File: config.mk
export PLATFORM = sky130hd
export DESIGN_NAME = fetch_pq
export DESIGN_NICKNAME = d
export VERILOG_FILES = /design/src/rtl/fetch_pkg.sv /design/src/rtl/fetch_fifo.sv /design/src/rtl/fetch_pq.sv
export SDC_FILE = /design/constraint.sdc
export NUM_CORES = 1
export LEC_CHECK = 0
export BUFFER_PORTS_ARGS = -buffer_cell sky130_fd_sc_hd__buf_2
export CORE_MARGIN = 3
export CORE_UTILIZATION = 45
export CTS_CLUSTER_DIAMETER = 50
export DETAILED_ROUTE_END_ITERATION = 12
export GPL_ROUTABILITY_DRIVEN = 0
export MAX_ROUTING_LAYER = met4
export PLACE_DENSITY = 0.66
export RECOVER_POWER = 25
export SLEW_MARGIN = 0
export SYNTH_ARGS = -nofsm -noshare
export SYNTH_HDL_FRONTEND = slang
export SYNTH_SLANG_ARGS = --single-unit
File: constraint.sdc
create_clock -name clk -period 4 [get_ports clk]
set_clock_uncertainty 0.15 [all_clocks]
set_input_delay 0.8 -clock clk [delete_from_list [all_inputs] [get_ports clk]]
set_output_delay 0.8 -clock clk [all_outputs]
set_load 0.005 [all_outputs]
File: src/rtl/fetch_pkg.sv
// Shared constants and types for the prefetching instruction fetch unit.
package fetch_pkg;

  localparam int unsigned FETCH_XLEN = 32;
  localparam logic [FETCH_XLEN-1:0] RESET_VEC_DEF = 32'hBFC0_0000;
  localparam logic [FETCH_XLEN-1:0] EXC_VEC_DEF   = 32'h8000_0080;

  typedef struct packed {
    logic [FETCH_XLEN-1:0] pc;
    logic [FETCH_XLEN-1:0] instr;
  } fetch_entry_t;

  typedef enum logic [1:0] {SEQ, EXC, BR, JMP} redir_sel_e;

endpackage

File: src/rtl/fetch_fifo.sv
// Synchronous FIFO with flush; DEPTH must be a power of two so pointers wrap naturally.
module fetch_fifo #(
  parameter int unsigned WIDTH = 32,
  parameter int unsigned DEPTH = 4
) (
  input  logic                       clk,
  input  logic                       rst,
  input  logic                       push,
  input  logic                       pop,
  input  logic                       flush,
  input  logic [WIDTH-1:0]           din,
  output logic [WIDTH-1:0]           dout,
  output logic [$clog2(DEPTH):0]     count,
  output logic                       empty,
  output logic                       full
);

  localparam int unsigned AW = $clog2(DEPTH);
  localparam int unsigned CW = AW + 1;

  logic [WIDTH-1:0] r_mem [DEPTH];
  logic [AW-1:0]    r_rd;
  logic [AW-1:0]    r_wr;
  logic [CW-1:0]    r_cnt;
  logic             w_push;
  logic             w_pop;

  assign w_push = push && !full;
  assign w_pop  = pop && !empty;

  always_ff @(posedge clk) begin
    if (rst || flush) begin
      r_rd  <= '0;
      r_wr  <= '0;
      r_cnt <= '0;
    end else begin
      if (w_push) r_wr <= r_wr + 1'b1;
      if (w_pop)  r_rd <= r_rd + 1'b1;
      r_cnt <= r_cnt + CW'(w_push) - CW'(w_pop);
    end
  end

  always_ff @(posedge clk) begin
    if (w_push && !flush) r_mem[r_wr] <= din;
  end

  assign dout  = r_mem[r_rd];
  assign count = r_cnt;
  assign empty = (r_cnt == '0);
  assign full  = (r_cnt == CW'(DEPTH));

endmodule

File: src/rtl/fetch_pq.sv
// Instruction fetch with PC register, prioritised redirect, pipelined imem requests
// and a prefetch queue to decode; stale responses after a redirect are counted and dropped.
module fetch_pq
  import fetch_pkg::*;
#(
  parameter int unsigned      XLEN      = 32,
  parameter int unsigned      DEPTH     = 4,
  parameter logic [XLEN-1:0]  RESET_VEC = RESET_VEC_DEF,
  parameter logic [XLEN-1:0]  EXC_VEC   = EXC_VEC_DEF
) (
  input  logic             clk,
  input  logic             rst,
  input  logic             except,
  input  logic             br,
  input  logic [XLEN-1:0]  sign,
  input  logic             jmp,
  input  logic [XLEN-1:0]  fixed,
  output logic             imem_req,
  output logic [XLEN-1:0]  imem_addr,
  input  logic             imem_gnt,
  input  logic             imem_rvalid,
  input  logic [XLEN-1:0]  imem_rdata,
  output logic             out_valid,
  input  logic             out_ready,
  output logic [XLEN-1:0]  out_instr,
  output logic [XLEN-1:0]  out_pc
);

  localparam int unsigned CW = $clog2(DEPTH) + 1;
  localparam int unsigned DW = 16;
  localparam logic [CW:0] DEPTH_C = (CW+1)'(DEPTH);

  logic [XLEN-1:0]   r_pc;
  logic [DW-1:0]     r_drop;
  logic [DW-1:0]     w_drop_next;
  logic [DW-1:0]     w_drop_sum;
  redir_sel_e        w_sel;
  logic              w_redirect;
  logic [XLEN-1:0]   w_target_raw;
  logic [XLEN-1:0]   w_target;
  logic              w_credit;
  logic              w_accept;
  logic              w_rsp_keep;
  logic              w_deq;
  logic [XLEN-1:0]   w_pcq_head;
  logic [CW-1:0]     w_pcq_cnt;
  logic              w_pcq_empty;
  logic              w_pcq_full;
  logic [2*XLEN-1:0] w_ifq_din;
  logic [2*XLEN-1:0] w_ifq_dout;
  logic [CW-1:0]     w_ifq_cnt;
  logic              w_ifq_empty;
  logic              w_ifq_full;
  logic [XLEN-1:0]   w_head_pc;
  logic [XLEN-1:0]   w_head_instr;

  always_comb begin
    w_sel        = SEQ;
    w_target_raw = r_pc;
    if (except) begin
      w_sel        = EXC;
      w_target_raw = EXC_VEC;
    end else if (br) begin
      w_sel        = BR;
      w_target_raw = sign;
    end else if (jmp) begin
      w_sel        = JMP;
      w_target_raw = fixed;
    end
  end

  assign w_redirect = (w_sel != SEQ);
  assign w_target   = {w_target_raw[XLEN-1:2], 2'b00};

  // Credit covers both requests in flight and entries waiting for decode.
  assign w_credit = !w_pcq_full && !w_ifq_full &&
                    (({1'b0, w_pcq_cnt} + {1'b0, w_ifq_cnt}) < DEPTH_C);
  assign imem_req   = !rst && !w_redirect && w_credit;
  assign imem_addr  = r_pc;
  assign w_accept   = imem_req && imem_gnt;
  assign w_rsp_keep = imem_rvalid && !w_redirect && (r_drop == '0) && !w_pcq_empty;
  assign w_deq      = out_valid && out_ready && !w_redirect;

  always_ff @(posedge clk) begin
    if (rst)             r_pc <= RESET_VEC;
    else if (w_redirect) r_pc <= w_target;
    else if (w_accept)   r_pc <= r_pc + XLEN'(4);
  end

  // A response arriving in the redirect cycle is itself one of the stale ones.
  always_comb begin
    w_drop_sum  = r_drop + DW'(w_pcq_cnt);
    w_drop_next = r_drop;
    if (w_redirect) begin
      w_drop_next = (imem_rvalid && (w_drop_sum != '0)) ? w_drop_sum - DW'(1) : w_drop_sum;
    end else if (imem_rvalid && (r_drop != '0)) begin
      w_drop_next = r_drop - DW'(1);
    end
  end

  always_ff @(posedge clk) begin
    if (rst) r_drop <= '0;
    else     r_drop <= w_drop_next;
  end

  fetch_fifo #(.WIDTH(XLEN), .DEPTH(DEPTH)) u_pcq (
    .clk   (clk),
    .rst   (rst),
    .push  (w_accept),
    .pop   (w_rsp_keep),
    .flush (w_redirect),
    .din   (r_pc),
    .dout  (w_pcq_head),
    .count (w_pcq_cnt),
    .empty (w_pcq_empty),
    .full  (w_pcq_full)
  );

  assign w_ifq_din = {w_pcq_head, imem_rdata};

  fetch_fifo #(.WIDTH(2*XLEN), .DEPTH(DEPTH)) u_ifq (
    .clk   (clk),
    .rst   (rst),
    .push  (w_rsp_keep),
    .pop   (w_deq),
    .flush (w_redirect),
    .din   (w_ifq_din),
    .dout  (w_ifq_dout),
    .count (w_ifq_cnt),
    .empty (w_ifq_empty),
    .full  (w_ifq_full)
  );

  assign {w_head_pc, w_head_instr} = w_ifq_dout;
  assign out_valid = !w_ifq_empty;
  assign out_pc    = w_ifq_empty ? '0 : w_head_pc;
  assign out_instr = w_ifq_empty ? '0 : w_head_instr;

  a_no_orphan_rsp: assert property (@(posedge clk) disable iff (rst)
    imem_rvalid |-> ((r_drop != '0) || !w_pcq_empty));

endmodule

* Yosys cells after proc, flatten, opt, wreduce, memory -nomap -nowiden
Memories as Yosys holds them, arrays and structs flattened. A register that Yosys moved wholly into a read port is not among the register bits. Cells that the tools add are included.
Word-level totals: bits in registers 62, latch bits 0, memory bits (writable) 384, memory bits (read-only) 0, bits of input ports 104, logic and storage cells 84, memories kept 2
Memory list:
- u_ifq.r_mem | words 4, bits a word 64, read ports 1, clocked after Yosys merged registers in 1, wr ports 1, RTL line fetch_fifo.sv:21 | logic [WIDTH-1:0] r_mem [DEPTH];
- u_pcq.r_mem | words 4, bits a word 32, read ports 1, clocked after Yosys merged registers in 1, wr ports 1, RTL line fetch_fifo.sv:21
Cells by class: add/subtract/negate cells 13, multiply operators 0, divide/modulo/power cells 0, magnitude comparators 1, equality and inequality tests 3, shift operators 0, mux-type cells 21, bitwise gates (word level) 0, reduce and logical (&&, ||, !) cells 35
Operators by type and width (number):
- $mux W32 | 7
- $mux W16 | 3
- $add A32 B3 Y32 const B | 1
- $reduce_bool A16 Y1 | 2
- $sub A16 B1 Y16 const B | 2
- $logic_and A1 B1 Y1 | 18
- $add A16 B3 Y16 | 1
- $logic_not A16 Y1 | 1
- $mux W2 | 7
- $add A2 B1 Y2 const B | 4
- $add A3 B1 Y3 | 2
- $eq A3 B3 Y1 const B | 2
- $logic_not A1 Y1 | 6
- $logic_not A3 Y1 | 2
- $reduce_bool A2 Y1 | 3
- $sub A3 B1 Y3 | 2
- $add A3 B3 Y4 | 1
- $lt A4 B3 Y1 const B | 1
- $mux W1 | 4
- $ne A4 B4 Y1 const B | 1
- $reduce_and A2 Y1 | 1
- $reduce_or A2 Y1 | 1
- $logic_or A1 B1 Y1 | 1

* Logic depth before layout (Yosys ltp)
depth in word-level cells 12, mapped depth 14

* By module
From an unflattened synthesis, not the netlist that was laid out.
Second synthesis, totals: cell total of the unflattened synthesis 1245, area total of the unflattened synthesis 19482.4 µm²
Modules (own cells, without submodules):
- fetch_fifo (u_ifq) | times used 1, cells an instance 384, area each 9796.9 µm²
- fetch_fifo (u_pcq) | times used 1, cells an instance 217, area each 5149.9 µm²
- fetch_pq | times used 1, cells an instance 644, area each 4535.6 µm²

* Worst setup path after synthesis
No wires, ideal clock.
kind input -> register, start input port br, end memory u_ifq.r_mem[1][0] (netlist name) (enable), library setup time 0.426 ns, arrival 3.511 ns, data required time 3.424 ns, setup slack -0.087 ns, stages on the path 5, buffers on the path 1, path through clkbuf_1 nor3_1 o311ai_0 nor3_1 and2_1
On the way: word-level cells in the longest chain between the ends 11
Ends and longest elaborated chain:
- start: declaration | RTL line fetch_pq.sv:14 | input logic br,
- $mux W2 | RTL line fetch_pq.sv:63 | end else if (br) begin
- $mux W2 | RTL line fetch_pq.sv:60 | if (except) begin
- $reduce_bool A2 Y1 | RTL line fetch_pq.sv:72 | assign w_redirect = (w_sel != SEQ);
- $logic_not A1 Y1 | RTL line fetch_pq.sv:81 | assign w_rsp_keep = imem_rvalid && !w_redirect && (r_drop == '0) && !w_pcq_empty;
- $logic_and A1 B1 Y1 (3 in a row) | RTL line fetch_pq.sv:81
- $logic_and A1 B1 Y1 | RTL line fetch_fifo.sv:28 | assign w_push = push && !full;
- net u_ifq.w_push | RTL line fetch_fifo.sv:25 | logic w_push;
- $logic_and A1 B1 Y1 | RTL line fetch_fifo.sv:44 | if (w_push && !flush) r_mem[r_wr] <= din;
- $mux W1 | RTL line fetch_fifo.sv:44
- $mux W1 (not written as such) | RTL line fetch_fifo.sv:44
- end: declaration | RTL line fetch_fifo.sv:21
The timed path passes the listed nets, and every way through them passes these cells.

* Worst setup path after layout
start register u_pcq.r_cnt[0] (netlist: u_pcq.count[0]), end register r_drop[6]
On the way: word-level cells in the longest chain between the ends 5, elaborated cells on any way between the ends 6, classes of those cells 2 x add/sub; 2 x mux; 2 x reduce/logical
Ends and longest elaborated chain:
- start: declaration | RTL line fetch_fifo.sv:24 | logic [CW-1:0] r_cnt;
- start signal: assignment | RTL line fetch_fifo.sv:39 | r_cnt <= r_cnt + CW'(w_push) - CW'(w_pop);
- $add A16 B3 Y16 * | RTL line fetch_pq.sv:92 | w_drop_sum = r_drop + DW'(w_pcq_cnt);
- branches (longest 2 deep; another with $sub A16 B1 Y16)
- $mux W16 * | RTL line fetch_pq.sv:95 | w_drop_next = (imem_rvalid && (w_drop_sum != '0)) ? w_drop_sum - DW'(1) : w_drop_sum;
- $mux W16 * | RTL line fetch_pq.sv:94 | if (w_redirect) begin
- end signal: assignment | RTL line fetch_pq.sv:103 | else r_drop <= w_drop_next;
- end: declaration | RTL line fetch_pq.sv:34 | logic [DW-1:0] r_drop;
Every way passes the cells marked *. A chain may end at the register's enable or synchronous reset.

==> summary.md <==
| Metric | Value |
|---|---|
| Critical-path top delay cell | `a2111oi_4` |
| Primary FF master, synth | `edfxtp_1` |
| Synth async-reset ratio | `0` |
| Die area | `0.0433 sq mm` |
| Final Hold Viols | `0` |
| RSZ-0062 raised after global routing | `false` |
| Row count | `73` |
| Post-layout net count | `1512` |
| Clock latency on the worst-skew pair | `0.57 ns` |
| Top post-synthesis cells by area | `edfxtp_1 60%, mux4_2 11%, dfxtp_1 7.0%, and2_1 2.5%, nor2_1 2.4%` |
| DP HPWL | `25.7 mm` |
| Crit path capture type | `flip-flop` |
| Hold crit path type | `in -> reg` |
| Met2 Usage GRT | `0.309` |
| Top-area cell type share of the netlist area | `0.602` |
| Mean number of vias per cell | `5.52` |
| Slew HR | `0.452` |
| Die width | `208 microns` |
| Grt met3 use | `0.0360` |
| Reg clk slew, reported paths | `0.05 ns` |
| Int Power | `0.00799 W` |
| #FFs+latches synth | `432` |
| Initial core utilization | `0.459` |
| Crit. Startpoint | `u_pcq.count[0]$_SDFF_PP0_` |
| Busiest layer in global routing | `met2` |
| Net Sw Frac | `0.257` |
| Yosys cell types | `72` |
| Post-route DRC | `0` |
| Worst-Margin Slew | `0.822 ns` |
| Clk buf depth | `3` |
| Clock sinks | `432` |
| Reg power frac | `0.478` |
| Final Cell Area | `0.0216 sq mm` |
| Critical Path RT | `4.30 ns` |
| Cell family with most CP delay | `compound AO/OA/AOI/OAI gates` |
| Routed WL | `39.9 mm` |
| First DRT Iteration DRCs | `739` |
| Grt ovf | `0` |
| Largest net degree at the start of global routing | `64` |
| Clk pwr share | `0.390` |
| Leak | `7.60 nW` |
| Final setup fails | `0` |
| Register area share after synthesis | `0.671` |
| IO Count | `202` |
| Met1 Track Usage GR | `0.250` |
| Power per standard cell area | `498 mW/mm^2` |
| Vias in the first global route | `10792` |
| R2r startpoint | `u_pcq.count[0]$_SDFF_PP0_` |
| Number of flops mapped to enable cells by yosys | `368` |
| Final worst-path cycle share | `0.940` |
| Critical path peak fanout | `7` |
| CTS Buf Count | `49` |
| Area after DPL | `0.0201 sq mm` |
| Kind of critical path | `reg -> reg` |
| Layout cell share with drive strength beyond 1 | `0.274` |
| Min-delay src | `imem_rdata[1]` |
| Max incr delay on CP | `0.43 ns` |
| Peak VDD IR | `0.577 mV` |
| Startpoint Class | `flip-flop` |
| Commonest non-fill, non-tap cells in the layout | `368 x edfxtp_1, 161 x buf_2, 116 x nor2_1` |
| Antenna violations before repair | `0` |
| Synthesized instance count | `1169` |
| Switching power | `0.00276 W` |
| Post-synth top area cell | `edfxtp_1` |
| Core ar. | `0.0400 sq mm` |
| H-tree depth | `2` |
| Slew Viols, Final | `0` |
| Reg-to-reg slack, setup | `0.24 ns` |
| Post-layout util | `0.539` |
| Syn. warnings | `0` |
| DR vias | `10742` |
| Status | `finished clean` |
| Commonest non-fill, non-tap cell in the layout | `edfxtp_1` |
| Combinational share of power | `0.132` |
| Die height | `208 microns` |
| Worst Path Buf+Inv | `1` |
| Post-CTS Hold Buffers | `0` |
| Critical-path cell list | `ha_1 > inv_1 > fa_1 > nand2b_4 > a2111oi_4 > o211ai_1 > a221oi_4 > nand4_4 > o211ai_2 > mux2i_1 > a211oi_2 > mux2_1` |
| Avg Cell Area, Syn | `15.7 sq um` |
| Final TNS setup | `0 ns` |
| Max cap viols | `0` |
| Wire length of the first global-routing pass | `62.6 mm` |
| DR pass1 iterations | `5` |
| Synthesized area | `0.0184 sq mm` |
| Area Overhead vs Synth | `17.5%` |
| Port Buf Inserts | `193` |
| Fin crit period | `3.76 ns` |
| Worst EP arrival | `4.06 ns` |
| Routed Antenna Nets | `0` |
| Antenna diodes | `0` |
| Total track usage | `0.190` |
| Routed len/inst | `20.5 microns` |
| Achievable Freq | `266 MHz` |
| CTS tree | `yes` |
| CTS root buf | `clkbuf_16` |
layout make-up:
type / count / area [sq um]
Clock inverter: 34 / 287
Multi-Input combinational cell: 648 / 5700
Timing Repair Buffer: 228 / 1260
Sequential cell: 432 / 12300
Inverter: 24 / 90.1
Tap cell: 525 / 657
Fill cell: 3259 / 18400
Clock buffer: 55 / 1250
metrics by stage:
stage          power, W  hold slack, ns  setup slack, ns  instances
6_report         0.0108           0.328            0.239       1946
5_1_grt          0.0112           0.318           0.0214       1946
4_1_cts          0.0109           0.243            0.175       1946
3_5_place_dp    0.00662           0.348            0.181       1857
3_3_place_gp    0.00659           0.334            0.237       1857
2_1_floorplan   0.00624           0.319            0.453       1172
sequential cells by signal, summed over array words and instances (netlist names), 3 cells and up, named ones only:
register	count
u_ifq.r_mem	248
u_pcq.r_mem	120
imem_addr	30
r_drop	16
u_ifq.count	3
u_pcq.count	3
logic make-up after synthesis:
group,count (synthesis),share of synthesized area
XOR/XNOR,46,0.0219
adder cells (fa/ha/maj),25,0.0183
buffers and inverters,92,0.0200
AND/OR/NAND/NOR,316,0.0898
multiplexers,100,0.118
flip-flops,432,0.671
AO/OA/AOI/OAI,157,0.0609
other,1,0.000204
what timing repair did:
action                                  CTS  global route
endpoints found under the hold margin     0             0
endpoints found under the setup margin    0             2
gates resized for setup                   0             1
buffers inserted                          0             0
worst paths after layout:
kind | to | depth (start not counted)
setup / recovery | r_drop[6]$_SDFFE_PP0P_ | 12
hold / removal | u_ifq.r_mem[1][1]$_DFFE_PP_ | 1
setup reg to reg | r_drop[6]$_SDFFE_PP0P_ | 12
hold reg to reg | u_pcq.r_wr[1]$_SDFFE_PP0N_ | 2
power by group through the flow:
stage	Sequential (W)	Combinational, W	Clock [W]
floorplan	0.00511	0.00113	0
global placement	0.00522	0.00137	0
detailed placement	0.00523	0.00139	0
CTS	0.00513	0.00140	0.00432
global route	0.00516	0.00156	0.00452
finish	0.00514	0.00142	0.00420
Yosys cell counts (12+ instances only):
cell type,count
edfxtp_1,368
nor2_1,116
mux4_2,92
and2_1,74
dfxtp_1,64
clkbuf_1,46
a21oi_1,39
xnor2_1,36
a22oi_1,27
nand2_1,26
nor3_1,24
inv_1,23
o22ai_1,23
ha_1,22
a31oi_1,19
and3_1,15
buf_1,12
per-layer routing:
metal,up-vias,part of all wire,wire (microns)
li1,4962,-,-
met1,5381,0.44,17500
met2,347,0.49,19500
met3,52,0.054,2170
met4,0,0.018,730
met5,-,0,0
Note: power is estimated with default switching activity, not from simulation.
